### src/rtl/core_sequencer_if.sv
// Handshake bundle between core_sequencer and the ROM/decoder/branch/data-memory side.
// master = control/memory side driving requests, slave = the sequencer.
interface core_sequencer_if #(
  parameter int PW = 8,
  parameter int CW = 16
);
  logic          run;
  logic          branch_en;
  logic [PW-1:0] branch_target;
  logic          mem_req;
  logic          mem_ack;
  logic [PW-1:0] prog_ctr;
  logic          fetch;
  logic          exec_en;
  logic          busy;
  logic          done;
  logic          fault;
  logic [CW-1:0] cycle_cnt;

  modport master (
    output run, branch_en, branch_target, mem_req, mem_ack,
    input  prog_ctr, fetch, exec_en, busy, done, fault, cycle_cnt
  );

  modport slave (
    input  run, branch_en, branch_target, mem_req, mem_ack,
    output prog_ctr, fetch, exec_en, busy, done, fault, cycle_cnt
  );
endinterface

### src/rtl/core_sequencer.sv
// Multi-cycle program sequencer: PC, FETCH/EXEC/WAIT_MEM control, mem-stall timeout, cycle counter.
// Optional macro PC_REL_BRANCH_EN: branch_target is a signed PC-relative offset instead of absolute.
module core_sequencer #(
  parameter int PW         = 8,
  parameter int DONE_ADDR  = 128,
  parameter int WAIT_LIMIT = 15,
  parameter int CW         = 16
) (
  input  logic             clk,
  input  logic             reset,
  core_sequencer_if.slave  bus
);
  localparam int WW = $clog2(WAIT_LIMIT + 1) + 1;

  typedef enum logic [2:0] {IDLE, FETCH, EXEC, WAIT_MEM, HALT} state_t;

  state_t        state_q, state_d;
  logic [PW-1:0] pc_q, pc_d;
  logic [CW-1:0] cnt_q, cnt_d;
  logic [WW-1:0] wcnt_q, wcnt_d;
  logic          done_q, done_d;
  logic          fault_q, fault_d;
  logic [PW-1:0] br_pc, next_pc;
  logic          commit;
  logic          busy_w;

  always_comb begin
`ifdef PC_REL_BRANCH_EN
    br_pc = pc_q + bus.branch_target;
`else
    br_pc = bus.branch_target;
`endif
    next_pc = bus.branch_en ? br_pc : pc_q + PW'(1);
    busy_w  = (state_q == FETCH) || (state_q == EXEC) || (state_q == WAIT_MEM);

    state_d = state_q;
    pc_d    = pc_q;
    wcnt_d  = wcnt_q;
    done_d  = done_q;
    fault_d = fault_q;
    commit  = 1'b0;

    case (state_q)
      IDLE:  if (bus.run) state_d = FETCH;
      FETCH: state_d = EXEC;
      EXEC: begin
        if (bus.mem_req && !bus.mem_ack) begin
          state_d = WAIT_MEM;
          wcnt_d  = WW'(1);
        end else begin
          commit = 1'b1;
        end
      end
      WAIT_MEM: begin
        // The request was already qualified in EXEC, so only the ack matters here.
        if (bus.mem_ack) begin
          commit = 1'b1;
        end else if (wcnt_q + WW'(1) >= WW'(WAIT_LIMIT)) begin
          state_d = HALT;
          fault_d = 1'b1;
        end else begin
          wcnt_d = wcnt_q + WW'(1);
        end
      end
      HALT:    state_d = HALT;
      default: state_d = IDLE;
    endcase

    if (commit) begin
      pc_d = next_pc;
      if (next_pc == PW'(DONE_ADDR)) begin
        state_d = HALT;
        done_d  = 1'b1;
      end else begin
        state_d = FETCH;
      end
    end

    cnt_d = (busy_w && cnt_q != '1) ? cnt_q + CW'(1) : cnt_q;
  end

  always_ff @(posedge clk) begin
    if (reset) begin
      state_q <= IDLE;
      pc_q    <= '0;
      cnt_q   <= '0;
      wcnt_q  <= '0;
      done_q  <= 1'b0;
      fault_q <= 1'b0;
    end else begin
      state_q <= state_d;
      pc_q    <= pc_d;
      cnt_q   <= cnt_d;
      wcnt_q  <= wcnt_d;
      done_q  <= done_d;
      fault_q <= fault_d;
    end
  end

  // exec_en must fire in the ack cycle itself, so it is the only combinational output.
  assign bus.exec_en   = commit & ~reset;
  assign bus.prog_ctr  = pc_q;
  assign bus.fetch     = (state_q == FETCH);
  assign bus.busy      = busy_w;
  assign bus.done      = done_q;
  assign bus.fault     = fault_q;
  assign bus.cycle_cnt = cnt_q;
endmodule

### src/flat_wrapper.sv
// flat-port wrapper written by rule: the top's interface ports become plain ports
module core_sequencer_flat 
#(
  parameter int PW         = 8,
  parameter int DONE_ADDR  = 128,
  parameter int WAIT_LIMIT = 15,
  parameter int CW         = 16
)
  (clk, reset, bus_run, bus_branch_en, bus_branch_target, bus_mem_req, bus_mem_ack, bus_prog_ctr, bus_fetch, bus_exec_en, bus_busy, bus_done, bus_fault, bus_cycle_cnt);
  core_sequencer_if #(.PW(PW), .CW(CW)) bus_i ();
  input  logic clk;
  input  logic reset;
  input wire logic [$bits(bus_i.run)-1:0] bus_run;
  input wire logic [$bits(bus_i.branch_en)-1:0] bus_branch_en;
  input wire logic [$bits(bus_i.branch_target)-1:0] bus_branch_target;
  input wire logic [$bits(bus_i.mem_req)-1:0] bus_mem_req;
  input wire logic [$bits(bus_i.mem_ack)-1:0] bus_mem_ack;
  output wire logic [$bits(bus_i.prog_ctr)-1:0] bus_prog_ctr;
  output wire logic [$bits(bus_i.fetch)-1:0] bus_fetch;
  output wire logic [$bits(bus_i.exec_en)-1:0] bus_exec_en;
  output wire logic [$bits(bus_i.busy)-1:0] bus_busy;
  output wire logic [$bits(bus_i.done)-1:0] bus_done;
  output wire logic [$bits(bus_i.fault)-1:0] bus_fault;
  output wire logic [$bits(bus_i.cycle_cnt)-1:0] bus_cycle_cnt;
  assign bus_i.run = bus_run;
  assign bus_i.branch_en = bus_branch_en;
  assign bus_i.branch_target = bus_branch_target;
  assign bus_i.mem_req = bus_mem_req;
  assign bus_i.mem_ack = bus_mem_ack;
  assign bus_prog_ctr = bus_i.prog_ctr;
  assign bus_fetch = bus_i.fetch;
  assign bus_exec_en = bus_i.exec_en;
  assign bus_busy = bus_i.busy;
  assign bus_done = bus_i.done;
  assign bus_fault = bus_i.fault;
  assign bus_cycle_cnt = bus_i.cycle_cnt;
  core_sequencer #(.PW(PW), .DONE_ADDR(DONE_ADDR), .WAIT_LIMIT(WAIT_LIMIT), .CW(CW)) u_core (.clk(clk), .reset(reset), .bus(bus_i));
endmodule
### config.mk
export PLATFORM = sky130hd
export DESIGN_NAME = core_sequencer_flat
export DESIGN_NICKNAME = d
export VERILOG_FILES = /design/src/rtl/core_sequencer_if.sv /design/src/rtl/core_sequencer.sv /design/src/flat_wrapper.sv
export SDC_FILE = /design/constraint.sdc
export NUM_CORES = 1
export LEC_CHECK = 0
export BUFFER_PORTS_ARGS = -buffer_cell sky130_fd_sc_hd__buf_2
export CAP_MARGIN = 20
export CORE_MARGIN = 4
export CORE_UTILIZATION = 48
export CTS_BUF_LIST = sky130_fd_sc_hd__clkbuf_8 sky130_fd_sc_hd__clkbuf_16
export DETAILED_ROUTE_END_ITERATION = 10
export GPL_ROUTABILITY_DRIVEN = 0
export PLACE_DENSITY = 0.84
export SYNTH_ARGS = -nofsm -noshare
export SYNTH_HDL_FRONTEND = slang
export SYNTH_SLANG_ARGS = --single-unit
export TNS_END_PERCENT = 10
### constraint.sdc
create_clock -name clk -period 2.2 [get_ports clk]
set_clock_uncertainty 0.2 [all_clocks]
set_input_delay 0.22 -clock clk [delete_from_list [all_inputs] [get_ports clk]]
set_output_delay 0.22 -clock clk [all_outputs]
set_load 0.01 [all_outputs]
==> impl_metrics.py, run 1 <==
metrics = {
    "run": {
        "max-cap-violations": 0,
    },
    "timing": {
        "period_minus_slack_ns": 2.22,
        "fin_setup_tns_ns": -0.0178,
        "setup_ws_ns": -0.0178,
        "rsz0062_at_grt": "true",
        "hold_viol_final": 0,
        "slew_violations": 0,
        "tightest_slew_ns": 0.462,
        "fmax_mhz": 451,
        "setup_viol": 1,
        "min_period_over_period_pct": 101,
        "maxSlewHeadroom_pct": 69.2,
    },
    "grt": {
        "grt_remaining_overflow": 0,
        "grt_usage_pct": 17.5,
        "grt_pass1_wl_um": 7080,
        "grt_pass1_vias": 1543,
        "antenna_found_initial": 0,
        "grt_max_degree": 26,
    },
    "clock_network": {
        "cts.path.max_buffers": 2,
        "cts_tree": "done",
        "cts_max_level": 2,
        "path_clk_slew_ns": 0.07,
        "cts_root_buffer": "clkbuf_8",
        "hold_buffers": 0,
        "clk_latency_ns": 0.29,
        "cts_buffers": 5,
        "cts.sinks": 34,
    },
    "detailed_routing": {
        "wl_um": 4400,
        "firstDrtPassIters": 4,
        "drc": 0,
        "vias": 1789,
        "via_per_inst": 5.29,
        "drt-initial-drc-count": 76,
        "antenna_left": 0,
        "wl_per_cell_um": 13.0,
    },
    "synthesis": {
        "yosysSeqAreaShare_pct": 36.7,
        "synth_cell_type_count": 44,
        "avgSynthCellArea_um2": 7.90,
        "syn_nets": 253,
        "ys_warn_count": 0,
        "netlist_area_mm2": 0.00186,
        "synth-seq-cells": 34,
        "synthCells": 235,
    },
    "setup_path": {
        "slowest_stage": "dfxtp_4",
        "cp.arrival_ns": 2.24,
        "required_ns": 2.22,
        "end_kind": "flip-flop",
        "worstPathMaxFanout": 5,
        "startpoint_type": "flip-flop",
        "slowest_delay_ns": 0.38,
        "path_cells": "inv_4 > ha_4 > nand2b_1 > a22o_1 > a2111oi_4 > o21a_2 > mux2_4 > nor2_2",
        "critPathKind": "reg -> reg",
    },
    "die": {
        "coreArea_mm2": 0.00369,
        "num_rows": 22,
        "dieHeight_um": 70.2,
        "start_util_pct": 50.3,
        "die_w_um": 70.2,
        "ioPinCount": 43,
        "die_area_mm2": 0.00492,
    },
    "final_layout": {
        "synthToLayoutAreaGrowth_pct": 28.2,
        "fin_nets": 307,
        "final_core_util_pct": 64.5,
        "num_antenna_cells": 0,
        "drive_above_1_share_pct": 27.9,
    },
    "placed_design": {
        "dp_hpwl_um": 3000,
        "port_buffers": 42,
    },
    "run_status": {
        "violations": "negative setup slack",
        "status": "finished with violations",
    },
    "pwr": {
        "max-vdd-ir-drop_mv": 0.430,
        "powerDensity_mw_per_mm2": 665,
        "p_total_w": 0.00158,
        "p_leak_nw": 1.00,
    },
    "min_path": {
        "hold_path_class": "in -> reg",
    },
}
## sequential cells by signal (all words and copies together), names as in the netlist
name / flops
u_core.bus.cycle_cnt: 16
u_core.bus.done: 1
u_core.bus.fault: 1
u_core.bus.prog_ctr: 8
u_core.state_q: 3
u_core.wcnt_q: 5
## worst max-delay path, delay by kind of cell (launching register included)
| family | cells | cell delay (ns) |
|---|---|---|
| simple gates | 2 | 0.15 |
| fa+ha+maj | 1 | 0.25 |
| flops | 1 | 0.38 |
| compound gates | 3 | 0.80 |
| buf+inv | 1 | 0.04 |
| mux | 1 | 0.32 |
## synthesized netlist by cell type, drive strengths merged
cell type,number,area share (%)
nor2,40,8.1
dfxtp,34,37
nand2,26,5.3
nand3,14,3.8
xor2,14,6.6
a21oi,13,3.5
inv,9,1.8
o21ai,9,2.4
buf,6,1.9
nor3,6,1.9
a31oi,5,1.7
a211oi,4,1.9
clkbuf,4,0.81
ha,4,2.7
mux2i,4,2.2
xnor2,4,1.9
and2,3,1.0
and4,3,1.4
nand4,3,1.0
nor3b,3,1.5
nor4b,3,1.4
o21a,3,1.3
or3,3,1.0
a22o,2,0.94
and3,2,0.67
nand3b,2,0.81
nor2b,2,0.67
a2111oi,1,0.81
a211o,1,0.47
a22oi,1,0.40
and4bb,1,0.67
mux2,1,0.61
nand2b,1,0.34
nor4,1,0.34
o211a,1,0.54
o21ba,1,0.54
o41ai,1,0.47
## stage by stage
stage | hold WS (ns) | setup WS [ns] | cell area, µm² | cells
global placement | 0.251 | 0.0306 | 2150 | 325
CTS | 0.0847 | 0.00779 | 2330 | 336
floorplan | 0.249 | 0.0157 | 1860 | 235
detailed placement | 0.260 | -0.0107 | 2150 | 325
finish | 0.0871 | -0.0178 | 2380 | 338
global route | 0.111 | -0.110 | 2380 | 338
## power breakdown
part | internal (W) | switching (W) | total [W]
Combinational | 0.0000997 | 0.000120 | 0.000219
Sequential | 0.000637 | 0.0000287 | 0.000666
Clock | 0.000454 | 0.000241 | 0.000695
Total | 0.00119 | 0.000390 | 0.00158
## cells by family after synthesis
| family | after synthesis | share of synthesized area [%] |
|---|---|---|
| compound gates | 42 | 15.0 |
| buf+inv | 19 | 4.52 |
| flops | 34 | 36.7 |
| simple gates | 113 | 29.9 |
| xor+xnor | 18 | 8.50 |
| fa+ha+maj | 4 | 2.70 |
| mux | 5 | 2.76 |
## area by class of cell
type                       instances  area, µm²
clock buffer                       5       68.8
sequential                        34        686
multi-input combinational        182       1130
tap                               48       60.1
clock inverter                     3       68.8
inverter                           9       36.3
timing repair buffer              57        327
fill                             320       1310
## what timing repair did
action,in CTS,in global routing
pin swaps,4,6
setup buffers,3,2
cloned,0,0
endpoints found under the setup margin,2,5
resized for setup,4,10
hold endpoints to repair,0,0
## worst paths after layout
path	to	depth (start not counted)	slack, ns	start
max	u_core.wcnt_q[1]	8	-0.02	u_core.wcnt_q[0]
min	u_core.bus.prog_ctr[6]	5	0.09	bus_branch_target[6]
max reg2reg	u_core.wcnt_q[1]	8	-0.02	u_core.wcnt_q[0]
min reg2reg	u_core.bus.fault	2	0.28	u_core.bus.fault
## placed cells by master, fill, tap and decap left out, drive strengths merged, types with 2 or more instances in the layout
cell / synthesis / layout
a211oi: 4 / 4
a21oi: 13 / 13
a22o: 2 / 2
a31oi: 5 / 5
and2: 3 / 3
and3: 2 / 2
and4: 3 / 3
buf: 6 / 57
bufinv: 0 / 2
clkbuf: 4 / 5
dfxtp: 34 / 34
ha: 4 / 4
inv: 9 / 9
mux2i: 4 / 4
nand2: 26 / 26
nand3: 14 / 14
nand3b: 2 / 2
nand4: 3 / 3
nor2: 40 / 40
nor2b: 2 / 2
nor3: 6 / 6
nor3b: 3 / 3
nor4b: 3 / 3
o21a: 3 / 3
o21ai: 9 / 9
or3: 3 / 3
xnor2: 4 / 4
xor2: 14 / 14
## per-layer routing
layer | routed length (µm) | global-route usage [%] | vias to the layer above | share of wire, %
met5 | 0 | 0 | - | 0
met4 | 80 | 5.11 | 0 | 1.8
met3 | 296 | 5.47 | 9 | 6.7
met2 | 2030 | 27.2 | 58 | 46
met1 | 1990 | 23.2 | 800 | 45
li1 | - | - | 922 | -
No activity file was read; power rests on OpenSTA's default activity.
==> run 2: changes to the inputs <==
--- a/config.mk
+++ b/config.mk
@@ -7,11 +7,11 @@
 export LEC_CHECK = 0
 export BUFFER_PORTS_ARGS = -buffer_cell sky130_fd_sc_hd__buf_2
 export CAP_MARGIN = 20
-export CORE_MARGIN = 4
 export CORE_UTILIZATION = 48
 export CTS_BUF_LIST = sky130_fd_sc_hd__clkbuf_8 sky130_fd_sc_hd__clkbuf_16
 export DETAILED_ROUTE_END_ITERATION = 10
 export GPL_ROUTABILITY_DRIVEN = 0
+export HOLD_SLACK_MARGIN = 0.15
 export PLACE_DENSITY = 0.84
 export SYNTH_ARGS = -nofsm -noshare
 export SYNTH_HDL_FRONTEND = slang
==> impl_metrics.py, run 2 (synthesis results as in run 1) <==
metrics = {
    "run_status": {
        "status": "completed",
    },
    "die": {
        "die_area_mm2": 0.00412,
        "ioPinCount": 43,
        "die_w_um": 64.2,
        "start_util_pct": 50.3,
        "num_rows": 22,
        "coreArea_mm2": 0.00369,
        "dieHeight_um": 64.2,
    },
    "timing": {
        "fin_setup_tns_ns": 0,
        "min_period_over_period_pct": 99.2,
        "fmax_mhz": 458,
        "hold_viol_final": 0,
        "setup_viol": 0,
        "setup_ws_ns": 0.0182,
        "tightest_slew_ns": 0.430,
        "rsz0062_at_grt": "true",
        "slew_violations": 0,
        "maxSlewHeadroom_pct": 71.3,
        "period_minus_slack_ns": 2.18,
    },
    "clock_network": {
        "cts_buffers": 5,
        "post_cts_buffers": 0,
        "path_clk_slew_ns": 0.07,
        "cts.path.max_buffers": 2,
        "cts_root_buffer": "clkbuf_8",
        "cts.sinks": 34,
        "cts_max_level": 2,
        "cts_tree": "done",
        "clk_latency_ns": 0.28,
    },
    "grt": {
        "grt_pass1_vias": 1617,
        "grt_usage_pct": 21.3,
        "grt_pass1_wl_um": 6930,
        "grt_remaining_overflow": 0,
        "use_met3_pct": 5.71,
        "grt_max_degree": 24,
        "use_met2_pct": 35.4,
        "antenna_found_initial": 0,
        "grtUsageMet1_pct": 26.6,
        "grt-busiest-layer": "met2",
    },
    "final_layout": {
        "drive_above_1_share_pct": 23.7,
        "synthToLayoutAreaGrowth_pct": 25.9,
        "fin_nets": 310,
        "multi_input_area_mm2": 0.00111,
        "regArea_um2": 682,
        "nFillCells": 325,
        "largest_register_ffs": 16,
        "final_cell_mix": "42 x buf_2, 40 x nor2_1, 33 x dfxtp_1",
        "layout_commonest_cell": "buf_2",
        "num_antenna_cells": 0,
    },
    "detailed_routing": {
        "vias": 1826,
        "via_per_inst": 5.39,
        "wl_um": 4200,
        "drt-initial-drc-count": 80,
        "antenna_left": 0,
        "drc": 0,
        "firstDrtPassIters": 4,
        "wl_per_cell_um": 12.4,
    },
    "placed_design": {
        "dp_hpwl_um": 2950,
        "place_ws_ns": 0.0310,
        "port_buffers": 42,
    },
    "min_path": {
        "worstHoldEndpoint": "u_core.bus.prog_ctr[6]",
        "hold_path_class": "in -> reg",
        "worstHoldPathCells": 2,
        "min_from": "reset",
    },
    "setup_path": {
        "reg2reg_from": "u_core.wcnt_q[1]",
        "end_kind": "flip-flop",
        "r2r-end": "u_core.wcnt_q[1]",
        "critPathLaunch": "u_core.wcnt_q[1]",
        "r2r_slack_ns": 0.02,
        "cp.arrival_ns": 2.21,
        "required_ns": 2.22,
        "critPathKind": "reg -> reg",
        "r2r_cells": 7,
        "worstPathMaxFanout": 6,
        "startpoint_type": "flip-flop",
    },
    "pwr": {
        "p_sw_share_pct": 26.7,
        "max-vdd-ir-drop_mv": 0.470,
        "combPwrFrac_pct": 16.7,
        "p_leak_nw": 0.977,
        "seqPwrFrac_pct": 49.6,
        "clkPwrFrac_pct": 33.7,
        "p_switching_w": 0.000358,
        "powerDensity_mw_per_mm2": 574,
        "p_int_w": 0.000983,
    },
    "run": {
        "max-cap-violations": 0,
    },
}
## run 2: cell type report
cell class / instances / share of cell area (%)
timing repair buffer: 60 / 15.6
multi-input combinational: 182 / 47.6
tap: 48 / 2.57
sequential: 34 / 29.2
clock buffer: 6 / 3.54
inverter: 9 / 1.45
## run 2: per-stage QoR
| stage | cells | instance area (µm²) | power, W | util (%) | hold WS, ns |
|---|---|---|---|---|---|
| 4_1_cts | 339 | 2310 | 0.00134 | 62.8 | 0.155 |
| 3_3_place_gp | 325 | 2150 | 0.000882 | 58.3 | 0.248 |
| 5_1_grt | 339 | 2340 | 0.00140 | 63.3 | 0.189 |
| 2_1_floorplan | 235 | 1860 | 0.000815 | - | 0.249 |
| 3_5_place_dp | 325 | 2150 | 0.000887 | 58.3 | 0.256 |
| 6_report | 339 | 2340 | 0.00134 | 63.3 | 0.147 |
## run 2: what timing repair did
action,CTS,global route
endpoints found under the setup margin,0,7
gates resized for setup,0,5
hold endpoints to repair,8,0
hold buffers,8,0
## run 2: power by group through the flow
stage	clock, W	sequential [W]	combinational [W]
2_1_floorplan	0	0.000679	0.000135
3_3_place_gp	0	0.000678	0.000204
3_5_place_dp	0	0.000678	0.000208
4_1_cts	0.000456	0.000665	0.000220
5_1_grt	0.000485	0.000670	0.000249
6_report	0.000452	0.000666	0.000224
## run 2: worst max path at each step
stage | endpoint | slack [ns] | depth (start not counted)
6_report | u_core.wcnt_q[1] | 0.02 | 7
5_1_grt | u_core.wcnt_q[0] | -0.09 | 9
4_1_cts | u_core.wcnt_q[1] | 0.02 | 8
3_5_place_dp | u_core.wcnt_q[3] | 0.03 | 8
3_3_place_gp | u_core.wcnt_q[3] | 0.1 | 8
2_1_floorplan | u_core.wcnt_q[1] | 0.02 | 9
## run 2: per-layer routing
metal  routed length, µm  vias up
met5                   0        -
met4                  32        0
met3                 268        4
met2                2010       64
met1                1890      828
li1                    -      930
## run 2: critical path, stage by stage (launching register included)
cell and delay [ns]:
dfxtp_1 0.36, ha_1 0.32, nand2b_1 0.06, a22o_1 0.21, a2111oi_4 0.30, o21a_2 0.25, mux2_1 0.33, nor2_1 0.08
